File: src/rtl/mux_sched_pkg.sv
// Shared types and constants for the 4-input round-robin mux scheduler.
package mux_sched_pkg;

    // Scheduler FSM states.
    typedef enum logic {
        IDLE  = 1'b0,
        GRANT = 1'b1
    } sched_state_e;

    // The pointer resets to 3 so the very first search begins at index 0.
    localparam logic [1:0] RR_PTR_RESET = 2'd3;

    // Default number of consecutive cycles an owner may hold the mux while
    // another requester waits.
    localparam int MAX_HOLD_DEFAULT = 4;

    // One-hot decode of a 2-bit requester index.
    function automatic logic [3:0] onehot4(input logic [1:0] idx);
        return 4'b0001 << idx;
    endfunction

endpackage

File: src/rtl/rr_pick_4.sv
// Combinational round-robin picker: searches last+1, last+2, last+3, last
// (mod 4) and returns the first index whose request bit is set.
module rr_pick_4 (
    input  logic [3:0] req,
    input  logic [1:0] last,
    output logic [1:0] idx,
    output logic       any
);

    logic [1:0] cand_s;

    // Walk the four positions in rotated priority order, first hit wins.
    always_comb begin
        idx    = last;
        any    = 1'b0;
        cand_s = last;
        for (int k = 1; k <= 4; k++) begin
            cand_s = last + 2'(k);
            if (!any && req[cand_s]) begin
                idx = cand_s;
                any = 1'b1;
            end else begin
                idx = idx;
                any = any;
            end
        end
    end

endmodule

File: src/rtl/mux_4x1_rr_sched.sv
// Round-robin scheduler sharing one 4:1 mux among four single-bit requesters.
// A hold counter limits how long one owner keeps the mux while others wait;
// the selected data bit is registered one cycle behind the select.
module mux_4x1_rr_sched
    import mux_sched_pkg::*;
#(
    parameter int MAX_HOLD = MAX_HOLD_DEFAULT,
    parameter int CNT_W    = 3
) (
    input  logic       clk,
    input  logic       rst_n,
    input  logic [3:0] req,
    input  logic       in_0,
    input  logic       in_1,
    input  logic       in_2,
    input  logic       in_3,
    output logic [1:0] select,
    output logic [3:0] grant,
    output logic       valid,
    output logic       mux_out,
    output logic       out_valid
);

    // Saturation value of the hold counter (last cycle an owner may keep
    // the mux while someone else is waiting).
    localparam logic [CNT_W-1:0] HOLD_LAST_C = CNT_W'(MAX_HOLD - 1);

    sched_state_e     state_r;
    sched_state_e     state_nxt_s;
    logic [1:0]       select_r;
    logic [1:0]       select_nxt_s;
    logic [3:0]       grant_r;
    logic [3:0]       grant_nxt_s;
    logic             valid_r;
    logic             valid_nxt_s;
    logic [CNT_W-1:0] hold_r;
    logic [CNT_W-1:0] hold_nxt_s;
    logic [1:0]       last_r;
    logic [1:0]       last_nxt_s;
    logic             mux_out_r;
    logic             out_valid_r;

    logic [3:0]       others_s;
    logic [3:0]       pick_req_s;
    logic [1:0]       pick_idx_s;
    logic             pick_any_s;
    logic             data_s;

    // Requests from everyone but the owner; in IDLE the whole req vector is
    // searched, in GRANT only the competitors.
    always_comb begin
        others_s   = req & ~onehot4(select_r);
        pick_req_s = req;
        if (state_r == GRANT) begin
            pick_req_s = others_s;
        end else begin
            pick_req_s = req;
        end
    end

    rr_pick_4 u_pick (
        .req  (pick_req_s),
        .last (last_r),
        .idx  (pick_idx_s),
        .any  (pick_any_s)
    );

    // Next-state and next-output logic of the arbitration FSM.
    always_comb begin
        state_nxt_s  = state_r;
        select_nxt_s = select_r;
        grant_nxt_s  = grant_r;
        valid_nxt_s  = valid_r;
        hold_nxt_s   = hold_r;
        last_nxt_s   = last_r;
        case (state_r)
            IDLE: begin
                if (pick_any_s) begin
                    state_nxt_s  = GRANT;
                    select_nxt_s = pick_idx_s;
                    grant_nxt_s  = onehot4(pick_idx_s);
                    valid_nxt_s  = 1'b1;
                    last_nxt_s   = pick_idx_s;
                    hold_nxt_s   = {CNT_W{1'b0}};
                end else begin
                    grant_nxt_s = 4'b0000;
                    valid_nxt_s = 1'b0;
                    hold_nxt_s  = {CNT_W{1'b0}};
                end
            end
            GRANT: begin
                if (req[select_r] && ((hold_r < HOLD_LAST_C) || (others_s == 4'b0000))) begin
                    // Owner keeps the mux; counter saturates at the limit.
                    if (hold_r < HOLD_LAST_C) begin
                        hold_nxt_s = hold_r + CNT_W'(1);
                    end else begin
                        hold_nxt_s = hold_r;
                    end
                end else if (others_s != 4'b0000) begin
                    // Hold expired or owner released: hand over with no bubble.
                    select_nxt_s = pick_idx_s;
                    grant_nxt_s  = onehot4(pick_idx_s);
                    valid_nxt_s  = 1'b1;
                    last_nxt_s   = pick_idx_s;
                    hold_nxt_s   = {CNT_W{1'b0}};
                end else begin
                    // Nobody wants the mux; select is left as it was.
                    state_nxt_s = IDLE;
                    grant_nxt_s = 4'b0000;
                    valid_nxt_s = 1'b0;
                    hold_nxt_s  = {CNT_W{1'b0}};
                end
            end
            default: begin
                state_nxt_s = IDLE;
                grant_nxt_s = 4'b0000;
                valid_nxt_s = 1'b0;
                hold_nxt_s  = {CNT_W{1'b0}};
            end
        endcase
    end

    // Arbitration state registers.
    always_ff @(posedge clk or negedge rst_n) begin
        if (!rst_n) begin
            state_r  <= IDLE;
            select_r <= 2'b00;
            grant_r  <= 4'b0000;
            valid_r  <= 1'b0;
            hold_r   <= {CNT_W{1'b0}};
            last_r   <= RR_PTR_RESET;
        end else begin
            state_r  <= state_nxt_s;
            select_r <= select_nxt_s;
            grant_r  <= grant_nxt_s;
            valid_r  <= valid_nxt_s;
            hold_r   <= hold_nxt_s;
            last_r   <= last_nxt_s;
        end
    end

    // The 4:1 data mux driven by the registered select.
    always_comb begin
        data_s = 1'b0;
        case (select_r)
            2'd0:    data_s = in_0;
            2'd1:    data_s = in_1;
            2'd2:    data_s = in_2;
            2'd3:    data_s = in_3;
            default: data_s = 1'b0;
        endcase
    end

    // Registered data output, one cycle behind select; zero when no owner.
    always_ff @(posedge clk or negedge rst_n) begin
        if (!rst_n) begin
            mux_out_r   <= 1'b0;
            out_valid_r <= 1'b0;
        end else begin
            mux_out_r   <= valid_r ? data_s : 1'b0;
            out_valid_r <= valid_r;
        end
    end

    assign select    = select_r;
    assign grant     = grant_r;
    assign valid     = valid_r;
    assign mux_out   = mux_out_r;
    assign out_valid = out_valid_r;

endmodule

File: config.mk
export PLATFORM = sky130hd
export DESIGN_NAME = mux_4x1_rr_sched
export DESIGN_NICKNAME = d
export VERILOG_FILES = /design/src/rtl/mux_sched_pkg.sv /design/src/rtl/rr_pick_4.sv /design/src/rtl/mux_4x1_rr_sched.sv
export SDC_FILE = /design/constraint.sdc
export NUM_CORES = 1
export LEC_CHECK = 0
export BUFFER_PORTS_ARGS = -buffer_cell sky130_fd_sc_hd__buf_2
export CAP_MARGIN = 20
export CORE_AREA = 2 2 47 49
export DETAILED_ROUTE_END_ITERATION = 10
export DIE_AREA = 0 0 49 51
export GPL_ROUTABILITY_DRIVEN = 0
export PLACE_DENSITY = 0.74
export REMOVE_ABC_BUFFERS = 1
export SETUP_SLACK_MARGIN = 0.15
export SLEW_MARGIN = 5
export SYNTH_ARGS = -nofsm -noshare
export SYNTH_HDL_FRONTEND = slang
export SYNTH_SLANG_ARGS = --single-unit
File: constraint.sdc
create_clock -name clk -period 2.6 [get_ports clk]
set_clock_uncertainty 0.1 [all_clocks]
set_input_delay 0.26 -clock clk [delete_from_list [all_inputs] [get_ports clk]]
set_output_delay 0.26 -clock clk [all_outputs]
set_load 0.02 [all_outputs]
# Word level (Yosys, flattened, before mapping)
# Index checks and enable logic that the tools add are counted.
# op_classes
add_sub_neg	4
n_lt_le_gt_ge	6
n_eq_ne	7
n_shift	2
n_mux	38
bitwise	3
n_reduce_logical	12
# ops
operator	n
4-bit two-way mux	4
2-bit by 3-bit less-than comparator with 1-bit output (second input constant)	5
1-bit two-way mux	14
2-bit two-way mux	7
1-bit binary-select mux with 2-bit select	5
4-bit one-hot mux with 2 select lines	1
1-bit by 2-bit left shift with 4-bit output (first input constant)	2
3-bit two-way mux	2
3-bit one-hot mux with 2 select lines	1
2-bit adder (second input constant)	2
4-bit AND	1
2-bit equality test (second input constant)	2
1-bit logical AND	4
4-bit zero test	1
2-bit != test (second input constant)	2
4-bit NOT	1
1-bit one-hot mux with 2 select lines	2
1-bit one-hot mux with 4 select lines	1
2-bit one-hot mux with 2 select lines	1
4-bit nonzero test	1
3-bit by 1-bit adder with 3-bit output (second input constant)	1
1-bit zero test	3
3-bit by 2-bit less-than comparator with 1-bit output (second input constant)	1
3-bit != test (second input constant)	1
other kinds (7)	7
# word_totals
ff_bits	15
input_bits	10
output_inout_bits	9
word_cells	80

# Longest topological paths before layout
# logic_depth
word_depth	20
mapped_depth	8
ltp_nobuf	6

# By module
# Synthesis repeated with hierarchy kept, for this count alone.
# hier_totals
cells_unflattened	86
area_unflattened_um2	898.4
# modules_own_cells
mod	n_inst	cells_per_inst	area_per_inst_um2	seq_area_each_um2
mux_4x1_rr_sched	1	72	815.8	377.9
rr_pick_4	1	14	82.6	0.0

# Worst setup path after synthesis
# OpenSTA, ideal clock, no wires.
# synth_timing
path_type	register -> register
startpoint	register select_r[0] (netlist: select[0])
endpoint	register select_r[0] (netlist: select[0])
setup_ps	128
t_arrival_ps	2189
slack_ps	183
stages_incl_launch_ff	8
synth_period_minus_slack_ps	2417
path_cell_list	dfrtp_1 buf_6 xor2_2 a221oi_4 nor2_2 mux4_2 a21oi_4 mux2_1
# synth_via
elab_chain_cells	19
word_cells_on_any_way	40
classes_between	eq/ne (3); shift (1); mux (23); bitwise (2); reduce/logical (11)
# synth_lines
item	line	rtl
from (decl)	mux_4x1_rr_sched.sv:30	logic [1:0] select_r;
from (signal assigned)	mux_4x1_rr_sched.sv:134	select_r <= select_nxt_s;
1-bit by 2-bit left shift with 4-bit output	mux_sched_pkg.sv:19	return 4'b0001 << idx;
4-bit NOT	mux_4x1_rr_sched.sv:52	others_s = req & ~onehot4(select_r);
4-bit AND	mux_4x1_rr_sched.sv:52	
4-bit two-way mux	mux_4x1_rr_sched.sv:54	if (state_r == GRANT) begin
1-bit binary-select mux with 2-bit select	rr_pick_4.sv:19	if (!any && req[cand_s]) begin
1-bit two-way mux (implied by the code)	rr_pick_4.sv:19	
1-bit two-way mux	rr_pick_4.sv:19	
1-bit zero test	rr_pick_4.sv:19	
[3 not listed]	--	
1-bit logical AND	rr_pick_4.sv:19	
1-bit two-way mux	rr_pick_4.sv:19	
1-bit zero test	rr_pick_4.sv:19	
1-bit logical AND	rr_pick_4.sv:19	
2-bit two-way mux	rr_pick_4.sv:19	
2-bit two-way mux	mux_4x1_rr_sched.sv:99	end else if (others_s != 4'b0000) begin
2-bit two-way mux	mux_4x1_rr_sched.sv:92	if (req[select_r] && ((hold_r < HOLD_LAST_C) || (others_s == 4'b0000))) begin
2-bit one-hot mux with 2 select lines	mux_4x1_rr_sched.sv:76	case (state_r)
# Several ways; a longest one is shown, not always the timed one. The select of a mux whose other input is x is not followed.
# A chain may end at the register's enable or synchronous reset.

# Worst setup path after layout
# layout_timing
startpoint	register last_r[0]
endpoint	register select_r[0] (netlist: select[0])
# layout_via
elab_chain_cells	16
word_cells_on_any_way	31
classes_between	add/sub (3); eq/ne (1); mux (20); reduce/logical (7)
# layout_lines
item	line	rtl
from (decl)	mux_4x1_rr_sched.sv:38	logic [1:0] last_r;
from (signal assigned)	mux_4x1_rr_sched.sv:138	last_r <= last_nxt_s;
2-bit by 1-bit adder with 2-bit output	rr_pick_4.sv:18	cand_s = last + 2'(k);
1-bit binary-select mux with 2-bit select	rr_pick_4.sv:19	
1-bit two-way mux (implied by the code)	rr_pick_4.sv:19	
1-bit two-way mux	rr_pick_4.sv:19	
1-bit zero test	rr_pick_4.sv:19	
1-bit logical AND	rr_pick_4.sv:19	
1-bit two-way mux	rr_pick_4.sv:19	
1-bit zero test	rr_pick_4.sv:19	
1-bit logical AND	rr_pick_4.sv:19	
1-bit two-way mux	rr_pick_4.sv:19	
1-bit zero test	rr_pick_4.sv:19	
1-bit logical AND	rr_pick_4.sv:19	
2-bit two-way mux	rr_pick_4.sv:19	
2-bit two-way mux	mux_4x1_rr_sched.sv:99	
2-bit two-way mux	mux_4x1_rr_sched.sv:92	
2-bit one-hot mux with 2 select lines	mux_4x1_rr_sched.sv:76	
# Several ways; a longest one is shown, not always the timed one. The select of a mux whose other input is x is not followed.

==> run_results.csv <==
group,metric,value,unit
run_status,outcome,"completed",
setup_path,timing_worst_setup_path_type,"flop to flop",
logic_synthesis,synth.cell_area,1035,µm²
logic_synthesis,post_synth_xor_area_fraction,0.03265,
clocking,clock_sink_count,15,
grt,grt_start_max_net_pins,16,
logic_synthesis,ys_dominant_reg_cell,"dfrtp_1",
power_and_ir_drop,power_density_over_cell_area,1598,nW/µm²
logic_synthesis,synth-seq-area-share,0.3652,
grt,gr-total-overflow,0,
setup_path,crit_cells,6,
grt,grt_antenna_before_repair,0,
finish,antenna-diode-count,0,
logic_synthesis,synth_compound_gate_area_share,0.2406,
setup_path,timing.critical_path.buf_inv,0,
drt,wl_per_cell,14.84,µm
placement,place.detailed.hpwl,1662,µm
finish,layout.cells.most_common,"buf_2",
setup_path,r2r-start,"last_r[0]",
setup_path,critical_path.cell_chain,"xor2_4 -> a221oi_4 -> nor2_2 -> mux4_2 -> a21oi_4 -> mux2_4",
timing,setup_viol,0,
timing,max-slew-margin-rel,0.6624,
drt,remaining_drc_errors,0,
clocking,htree_num_levels,1,
clocking,clkTransAtPathRegs,0.09,ns
floorplanning,floorplan.initialDensity,0.5015,
setup_path,critical-path-top-delay-family,"multiplexers",
drt,drt-pass1-iter-count,4,
clocking,numCtsBuffers,3,
logic_synthesis,synthesis.area_per_instance,10.56,µm²
timing,final-max-slew-violation-count,0,
logic_synthesis,synthesis.yosys.warnings,0,
logic_synthesis,postSynthRegisterBits,15,
floorplanning,core,2063,µm²
drt,antenna_left,0,
setup_path,critical-path-slowest-cell,"dfstp_4",
power_and_ir_drop,design_power_total,2.031,mW
logic_synthesis,synthCells,98,
grt,first_pass_grt_wire_length,3884,µm
finish,layout.nets,138,
setup_path,cp_max_fo,7,
placement,place_inst,143,
clocking,clock_latency,0.28,ns
floorplanning,placement_rows,17,
logic_synthesis,post_synth_and_or_nand_nor_area_fraction,0.1560,
drt,dr_total_vias,890,
flow_run,max_cap_check_violation_count,0,
setup_path,crit_path_end,"select[0]",
timing,final.period_utilization,0.9491,
timing,post-route-min-period,2.468,ns
logic_synthesis,synth_adder_area_share,0.01209,
drt,detail_route.vias_per_cell,5.779,
logic_synthesis,number_of_flops_mapped_to_enable_cells_by_yosys,0,
setup_path,slowest_delay,0.70,ns
clocking,tritoncts,"yes",
clocking,root_cell_of_the_clock_tree,"clkbuf_4",
hold_path,class_of_the_most_critical_hold_timing_path,"primary input to asynchronous set/reset pin",
setup_path,worstSetupStartpointType,"flop",
setup_path,reg2reg_depth,6,
power_and_ir_drop,vdd_drop_max,0.0008255,V
setup_path,arrival,2.53,ns
finish,n_fill_cell,181,
finish,most-common-layout-cells,"buf_2 (18), dfrtp_1 (13), buf_4 (8)",
setup_path,worst-endpoint-required,2.67,ns
logic_synthesis,combinational_family_with_the_most_area_after_synthesis,"compound AO/OA/AOI/OAI gates",
grt,groute.usage.overall,0.2014,
logic_synthesis,post_synth_num_cell_types,41,
floorplanning,num_io_pins,19,
finish,fin_cells,154,
logic_synthesis,asyncSetResetFlopFracSynth,1.000,
finish,fraction_of_layout_cells_with_a_size_suffix_above_1,0.3730,
grt,first_global_vias,888,
finish,synthToLayoutAreaGrowth,22.85,%
setup_path,rr_endpoint,"select[0]",
setup_path,r2r_slack,0.13,ns
floorplanning,die_y,51,µm
floorplanning,die_ar,2499,µm²
setup_path,crit_path_start,"last_r[0]",
floorplanning,die_w,49,µm
timing,achievable-frequency,405.2,MHz
finish,finish.utilization,0.6161,
clocking,clk_path_buf_depth,2,
power_and_ir_drop,leak,0.5790,nW
logic_synthesis,proportion_of_synthesized_area_in_mux_cells,0.1451,
drt,totalWireLength,2285,µm
timing,unrepaired_setup_endpoints_after_global_routing,"yes",
placement,io_buffer_count,18,
setup_path,critPathCaptureType,"flop",
timing,finalSetupTns,0,ns
timing,timing_hold_violations_final,0,
drt,detail_route.iter0.violations,9,
finish,finalInstanceArea,1271,µm²
timing,actual_slew_at_the_worst_max_slew_pin,0.5064,ns
placement,dpl_cell_area,1151,µm²
[worst min path at each step]
stage / start / end / cells past startpoint
2_1_floorplan: rst_n / grant[0] / 0
4_1_cts: rst_n / grant[0] / 2
3_5_place_dp: rst_n / grant[0] / 1
5_1_grt: rst_n / grant[0] / 2
6_report: rst_n / grant[3] / 2
3_3_place_gp: rst_n / grant[2] / 1
[power by group]
part	internal, mW	switching, mW
logic	0.703	0.717
registers	0.358	0.124
clock network	0.0571	0.0719
[final cells by class]
class | instances | area [µm²] | area share
flip-flops and latches | 15 | 381.6 | 0.3002
clock inverters | 1 | 5.005 | 0.003937
well taps | 28 | 35.03 | 0.02756
inverters | 3 | 11.26 | 0.008858
multi-input cells | 75 | 633.1 | 0.4980
repair buffers | 29 | 182.7 | 0.1437
clock buffers | 3 | 22.52 | 0.01772
[kinds of logic after synthesis]
| family | after synthesis |
|---|---|
| compound gates | 30 |
| simple gates | 30 |
| flops | 15 |
| mux | 11 |
| buf+inv | 8 |
| xor+xnor | 3 |
| fa+ha+maj | 1 |
[registers in the layout, summed over array words and instances, names as in the netlist]
register / cells
valid: 1
grant: 4
state_r: 1
mux_out: 1
hold_r: 3
select: 2
out_valid: 1
last_r: 2
[synthesized netlist by cell type, drive strengths merged, types with 2 or more instances]
cell type  instances  area share
a21boi             2       0.015
a21o               3       0.022
a21oi              8       0.050
a221oi             2       0.034
a2bb2oi            2       0.017
a32o               4       0.039
and2               3       0.021
buf                4       0.034
dfrtp             13        0.31
dfstp              2       0.051
inv                3       0.011
mux2               2       0.022
mux2i              6       0.058
mux4               3       0.065
nand2              5       0.018
nand2b             4       0.024
nor2               8       0.031
nor2b              5       0.030
o21ai              3       0.015
or2                2       0.012
xor2               2       0.024
[metal layers]
metal | track usage | share of wire | vias to the layer above
li1 | - | - | 419
met1 | 0.2567 | 0.43 | 424
met2 | 0.3516 | 0.48 | 37
met3 | 0.02047 | 0.056 | 10
met4 | 0.08571 | 0.032 | 0
met5 | 0 | 0 | -
[per-stage QoR]
| stage | worst slack, ns | hold WS (ns) |
|---|---|---|
| final | 0.1323 | 0.2969 |
| after global routing | 0.05777 | 0.3324 |
| after CTS | 0.1251 | 0.3024 |
| after detailed placement | 0.03154 | 0.07386 |
| after global placement | 0.1061 | 0.07049 |
| after floorplan | 0.1174 | -0.1356 |
[worst reg2reg max path: stages (launching register included)]
cell and delay, ns:
dfstp_4 0.70, xor2_4 0.11, a221oi_4 0.33, nor2_2 0.09, mux4_2 0.52, a21oi_4 0.19, mux2_4 0.32
[timing repair]
action / 4_1_cts / 5_1_grt
pin swaps: 3 / 3
resized for setup: 9 / 1
setup endpoints to repair: 8 / 9
hold buffers: 1 / 0
buffers inserted: 5 / 1
endpoints found under the hold margin: 13 / 0
No activity file was read; power rests on OpenSTA's default activity.
